[src/rtl/mic1_shifter.sv]
// MIC-1 shifter: combinational pass / sign-keeping shift right 1 / logical shift left 8,
// plus a registered result copy and N/Z flags. Flags are built only with SHIFTER_FLAGS_EN.
module mic1_shifter (
  input  logic        clk,
  input  logic        reset,
  input  logic [1:0]  control,
  input  logic [31:0] data,
  output logic [31:0] dataOut,
  output logic [31:0] dataOutReg,
  output logic        n,
  output logic        z
);

  logic [31:0] w_shift;
  logic [31:0] r_data;

  // Right shift keeps bit 31 in place and zero-fills bit 30; 11 is a reserved bypass.
  always_comb begin
    w_shift = data;
    case (control)
      2'b01:   w_shift = {data[31], 1'b0, data[30:1]};
      2'b10:   w_shift = {data[23:0], 8'h00};
      default: w_shift = data;
    endcase
  end

  assign dataOut = w_shift;

  always_ff @(posedge clk or posedge reset) begin
    if (reset) r_data <= 32'h0;
    else       r_data <= w_shift;
  end

  assign dataOutReg = r_data;

`ifdef SHIFTER_FLAGS_EN
  logic r_n;
  logic r_z;

  // Z resets high so the flags agree with the cleared result register.
  always_ff @(posedge clk or posedge reset) begin
    if (reset) begin
      r_n <= 1'b0;
      r_z <= 1'b1;
    end else begin
      r_n <= w_shift[31];
      r_z <= (w_shift == 32'h0);
    end
  end

  assign n = r_n;
  assign z = r_z;
`else
  assign n = 1'b0;
  assign z = 1'b0;
`endif

endmodule

[config.mk]
export PLATFORM = sky130hd
export DESIGN_NAME = mic1_shifter
export DESIGN_NICKNAME = d
export VERILOG_FILES = /design/src/rtl/mic1_shifter.sv
export SDC_FILE = /design/constraint.sdc
export NUM_CORES = 1
export LEC_CHECK = 0
export ABC_AREA = 1
export CORE_MARGIN = 8
export CORE_UTILIZATION = 32
export DETAILED_ROUTE_END_ITERATION = 12
export MAX_ROUTING_LAYER = met4
export PLACE_DENSITY_LB_ADDON = 0.2
export SLEW_MARGIN = 10
export SYNTH_ARGS = -nofsm -noshare
export SYNTH_HDL_FRONTEND = slang
export SYNTH_SLANG_ARGS = --single-unit
export TNS_END_PERCENT = 1
[constraint.sdc]
create_clock -name clk -period 1.32 [get_ports clk]
set_input_delay 0.264 -clock clk [delete_from_list [all_inputs] [get_ports clk]]
set_output_delay 0.264 -clock clk [all_outputs]
set_load 0.05 [all_outputs]
# ---- Yosys cells after proc, flatten, opt, wreduce, memory -nomap -nowiden
# Cells that the tools add are included.
dict set report totals {
  ff_bits 32
  wordCells 4
}
dict set report op_classes {
  eq_ne 2
  muxes 1
}
# op n
set ops {}
lappend ops {{one-hot mux 32 bit (2 select lines)} 1}
lappend ops {{== test 2 x 1 -> 1 bit, second input constant} 1}
lappend ops {{== test 2 bit, second input constant} 1}

# ---- Longest topological paths before layout
dict set report depth {
  depth_word 2
  depth_mapped 6
}

# ---- Least setup slack after synthesis
# OpenSTA, ideal clock, no wires.
dict set report synth_timing {
  path_type {input to output}
  from {input port control[0]}
  to {output port dataOut[0]}
  path_stages 5
  slack_ns -0.873
  path_buffers 0
  t_arrival_ns 1.929
  t_required_ns 1.056
  cell_sequence {inv_1 -> ha_1 -> inv_2 -> nand2_1 -> o21ai_0}
}
dict set report synth_between {
  elab_chain_cells 2
}
# item line
set synth_lines {}
lappend synth_lines {{start, declared} 6} ;# input logic [1:0] control,
lappend synth_lines {{== test 2 bit / == test 2 x 1 -> 1 bit (equally long branches)} 20} ;# case (control)
lappend synth_lines {{one-hot mux 32 bit (2 select lines) *} 20}
lappend synth_lines {{end, declared} 8} ;# output logic [31:0] dataOut,
# Every way passes the cells marked *; elsewhere a longest branch is shown, timed or not.

# ---- Worst setup path after layout
dict set report layout_timing {
  from {input port control[0]}
  to {output port dataOut[1]}
}
# The elaborated chain is that of the path after synthesis.

==> summary.md <==
| Metric | Value |
|---|---|
| Worst-path cell chain | `buf_8 -> inv_4 -> ha_4 -> buf_12 -> inv_16 -> buf_6 -> o21ai_4 -> buf_12` |
| Family with the most delay on the worst path | `buffers and inverters` |
| Net Switching | `~1800 uW` |
| Max FFs per register | `32` |
| Critical Path RT | `roughly 1100 ps` |
| Setup crit start kind | `input pin` |
| Most numerous cell in the Yosys netlist | `sky130_fd_sc_hd__nand3_1` |
| Number of violations of the max-capacitance limit | `0` |
| Logic depth of the worst setup path including buffers | `8` |
| Leakage power figure | `0.00176 uW` |
| Cell area power density | `about 1100 mW/mm^2` |
| Diode count | `0` |
| Worst min path class | `in2async` |
| Core area | `0.00463 mm^2` |
| Number of flops mapped to enable cells by yosys | `0` |
| Seq cells post-synth | `32` |
| Critical setup path kind | `in2out` |
| Cts hold-fix bufs | `0` |
| Clock sink count | `32` |
| DP Cell Count | `319` |
| Top cells by area in the synthesized netlist | `sky130_fd_sc_hd__dfrtp_1, sky130_fd_sc_hd__nand3_1, sky130_fd_sc_hd__nand2_1` |
| Buffer depth of the longest clock path | `2` |
| Initial Util | `0.324` |
| Final standard cell utilization of the core | `0.846` |
| Synth async-reset ratio | `1.00` |
| Relative contribution of the clock network to total power | `0.161` |
| Buffers on Ports | `99` |
| Final cell count without fillers | `about 340` |
| Growth of design area from synthesis to finish | `162%` |
| Global-route wire length before repair | `11300 um` |
| Fin. Hold Viols | `0` |
| Slowest stage cell, crit path | `sky130_fd_sc_hd__ha_4` |
| Total routing resource utilization after global routing | `0.210` |
| Antenna-violating nets left | `0` |
| Vias | `about 1800` |
| Pin count of the biggest net entering global routing | `33` |
| Unrepaired setup endpoints after global routing | `yes` |
| Total grt overflow | `0` |
| CTS H-tree lvls | `2` |
| Internal Dissipation | `between 2000 and 3000 uW` |
| Post-synthesis instance area | `about 0.0015 mm^2` |
| Post-synthesis average cell area | `between 8 and 9 um^2` |
| Via count of the first global-routing pass | `just under 2000` |
| Die height | `roughly 84 um` |
| Worst path arrival time | `~1300 ps` |
| Syn. warnings | `0` |
| Final total negative setup slack | `-7670 ps` |
| Share of Yosys cell area claimed by the top area cell type | `0.535` |
| Max Clk Rate | `roughly 0.63 GHz` |
| Buffers and inverters on the worst path | `6` |
| Violated checks | `negative setup slack` |
| Crit. End Element | `output port` |
| Highest fanout seen on the critical path | `14` |
| Tmin final | `between 1500 and 2000 ps` |
| Root buffer selected by CTS | `sky130_fd_sc_hd__clkbuf_8` |
| Synth unique cells | `10` |
| Fin crit share | `1.20` |
| Drt via density | `approximately 5.3` |
| CTS tree | `yes` |
| Routed wire length | `approximately 7000 um` |
| Post-detailed-placement half-perimeter wirelength | `a little over 5000 um` |
| Final count of negative-setup-slack endpoints | `32` |
| Logic pwr share | `0.575` |
| Total of fill cells in the finished design | `roughly 230` |
| Fraction of power consumed by sequential logic | `0.264` |
| Routability-driven placement congestion ratio | `0.754` |
| Drt drc | `0` |
| Cell type with the largest total area after synthesis | `sky130_fd_sc_hd__dfrtp_1` |
| Maximum single-stage delay on the critical path | `around 310 ps` |
| Drt pass-1 iters | `4` |
| Gate count after technology mapping | `~170` |
| Run status | `finished, violations left` |
| Ratio of cells with drive above 1 in the final layout | `0.502` |
| Post-synth top cells | `sky130_fd_sc_hd__nand3_1, sky130_fd_sc_hd__dfrtp_1, sky130_fd_sc_hd__nand2_1` |
| Number of DRC violations after detailed-routing iteration 0 | `96` |
| Average routed wire per standard cell | `around 21 um` |
| Antenna violations before repair | `0` |
| Floorplan row count | `25` |
| Most Frequent Cell on Critical Path | `sky130_fd_sc_hd__buf_12` |
| Share of the yosys chip area belonging to registers | `0.535` |
| Minimum setup slack in the final design | `-265 ps` |
| Most frequently used flop master after synthesis | `sky130_fd_sc_hd__dfrtp_1` |
| CTS buffer count | `5` |
| Worst ir drop on vdd | `0.759 mV` |
| Clock transition at path regs | `about 70 ps` |
| Horizontal die dimension | `between 80 and 90 um` |
| Number of top-level pins | `about 100` |
| Number of nets in the final layout | `around 320` |
| Die Area | `between 0.007 and 0.008 mm^2` |
| Switching Share | `0.408` |
| Final slew viol count | `0` |
-- repair_timing --
action,4_1_cts,5_1_grt
cloned,5,0
pin swaps,7,3
gates resized for setup,35,10
setup buffers,6,0
endpoints found under the setup margin,64,32
-- placed cells by master, fill, tap and decap left out --
master / count
sky130_fd_sc_hd__clkbuf_8: 5
sky130_fd_sc_hd__clkinv_2: 1
sky130_fd_sc_hd__clkdlybuf4s50_1: 33
sky130_fd_sc_hd__clkbuf_1: 1
sky130_fd_sc_hd__bufbuf_16: 1
sky130_fd_sc_hd__o21ai_4: 9
sky130_fd_sc_hd__buf_12: 68
sky130_fd_sc_hd__ha_4: 1
sky130_fd_sc_hd__inv_16: 1
sky130_fd_sc_hd__buf_6: 7
sky130_fd_sc_hd__nand2_2: 10
sky130_fd_sc_hd__ha_1: 1
sky130_fd_sc_hd__buf_4: 6
sky130_fd_sc_hd__buf_8: 2
sky130_fd_sc_hd__nand2_4: 2
sky130_fd_sc_hd__inv_8: 1
sky130_fd_sc_hd__conb_1: 2
sky130_fd_sc_hd__nand3_2: 1
sky130_fd_sc_hd__dfrtp_1: 32
sky130_fd_sc_hd__nand2_8: 1
sky130_fd_sc_hd__nand3_1: 49
sky130_fd_sc_hd__inv_4: 1
sky130_fd_sc_hd__inv_1: 6
sky130_fd_sc_hd__inv_6: 2
sky130_fd_sc_hd__nand2_1: 17
sky130_fd_sc_hd__nand3_4: 22
sky130_fd_sc_hd__inv_12: 1
-- worst min-delay path, stage by stage --
cell and delay [ps]:
sky130_fd_sc_hd__clkdlybuf4s50_1 390, sky130_fd_sc_hd__inv_1 90, sky130_fd_sc_hd__buf_12 210
-- worst paths after layout --
| kind | startpoint | endpoint | slack [ps] |
|---|---|---|---|
| max | control[0] | dataOut[1] | -270 |
| min | reset | dataOutReg[13]$_DFF_PP0_ | 320 |
| min in group clk | control[1] | dataOutReg[30]$_DFF_PP0_ | 600 |
| max in group asynchronous | reset | dataOutReg[1]$_DFF_PP0_ | 810 |
-- power groups by stage --
stage / Sequential, uW / Clock, uW / Combinational (uW)
floorplan: 1510 / 0 / 872
global placement: 1190 / 0 / 2370
detailed placement: 1200 / 0 / 2400
CTS: 1180 / 724 / 2560
global route: 1190 / 777 / 2650
finish: 1180 / 719 / 2560
-- metrics by stage --
step | total power [uW] | setup WS, ps | instance area (um^2) | hold WS (ps)
floorplan | 2380 | -21.5 | 1940 | 380
global placement | 3560 | -711 | 3590 | 628
detailed placement | 3600 | -766 | 3590 | 636
CTS | 4460 | -246 | 3890 | 335
global route | 4610 | -302 | 3920 | 348
finish | 4460 | -265 | 3920 | 320
-- final cells by class --
type                       count  area [um^2]  area share
timing repair buffer         117         1880       0.479
multi-input combinational    115         1000       0.255
sequential                    32          801       0.204
clock buffer                   6         72.6      0.0185
tap                           54         67.6      0.0172
inverter                       8         48.8      0.0125
timing repair inverter         4         45.0      0.0115
clock inverter                 1         5.00     0.00128
-- routing by layer --
metal  track usage  part of all wire  up-vias
met5             -                 0        -
li1              -                 -      799
met1         0.228              0.36      903
met4        0.0777             0.029        0
met2         0.366              0.56       81
met3        0.0459             0.053       15
-- cells by family after synthesis --
family                     after synthesis  share of synthesized area
AOI/OAI and AO/OA                        9                     0.0301
adders and majority gates                2                     0.0167
buffers and inverters                   23                      0.100
DFF                                     32                      0.535
other                                    1                    0.00250
and+or+nand+nor                        102                      0.316
Power figures use the tool's default switching activity.
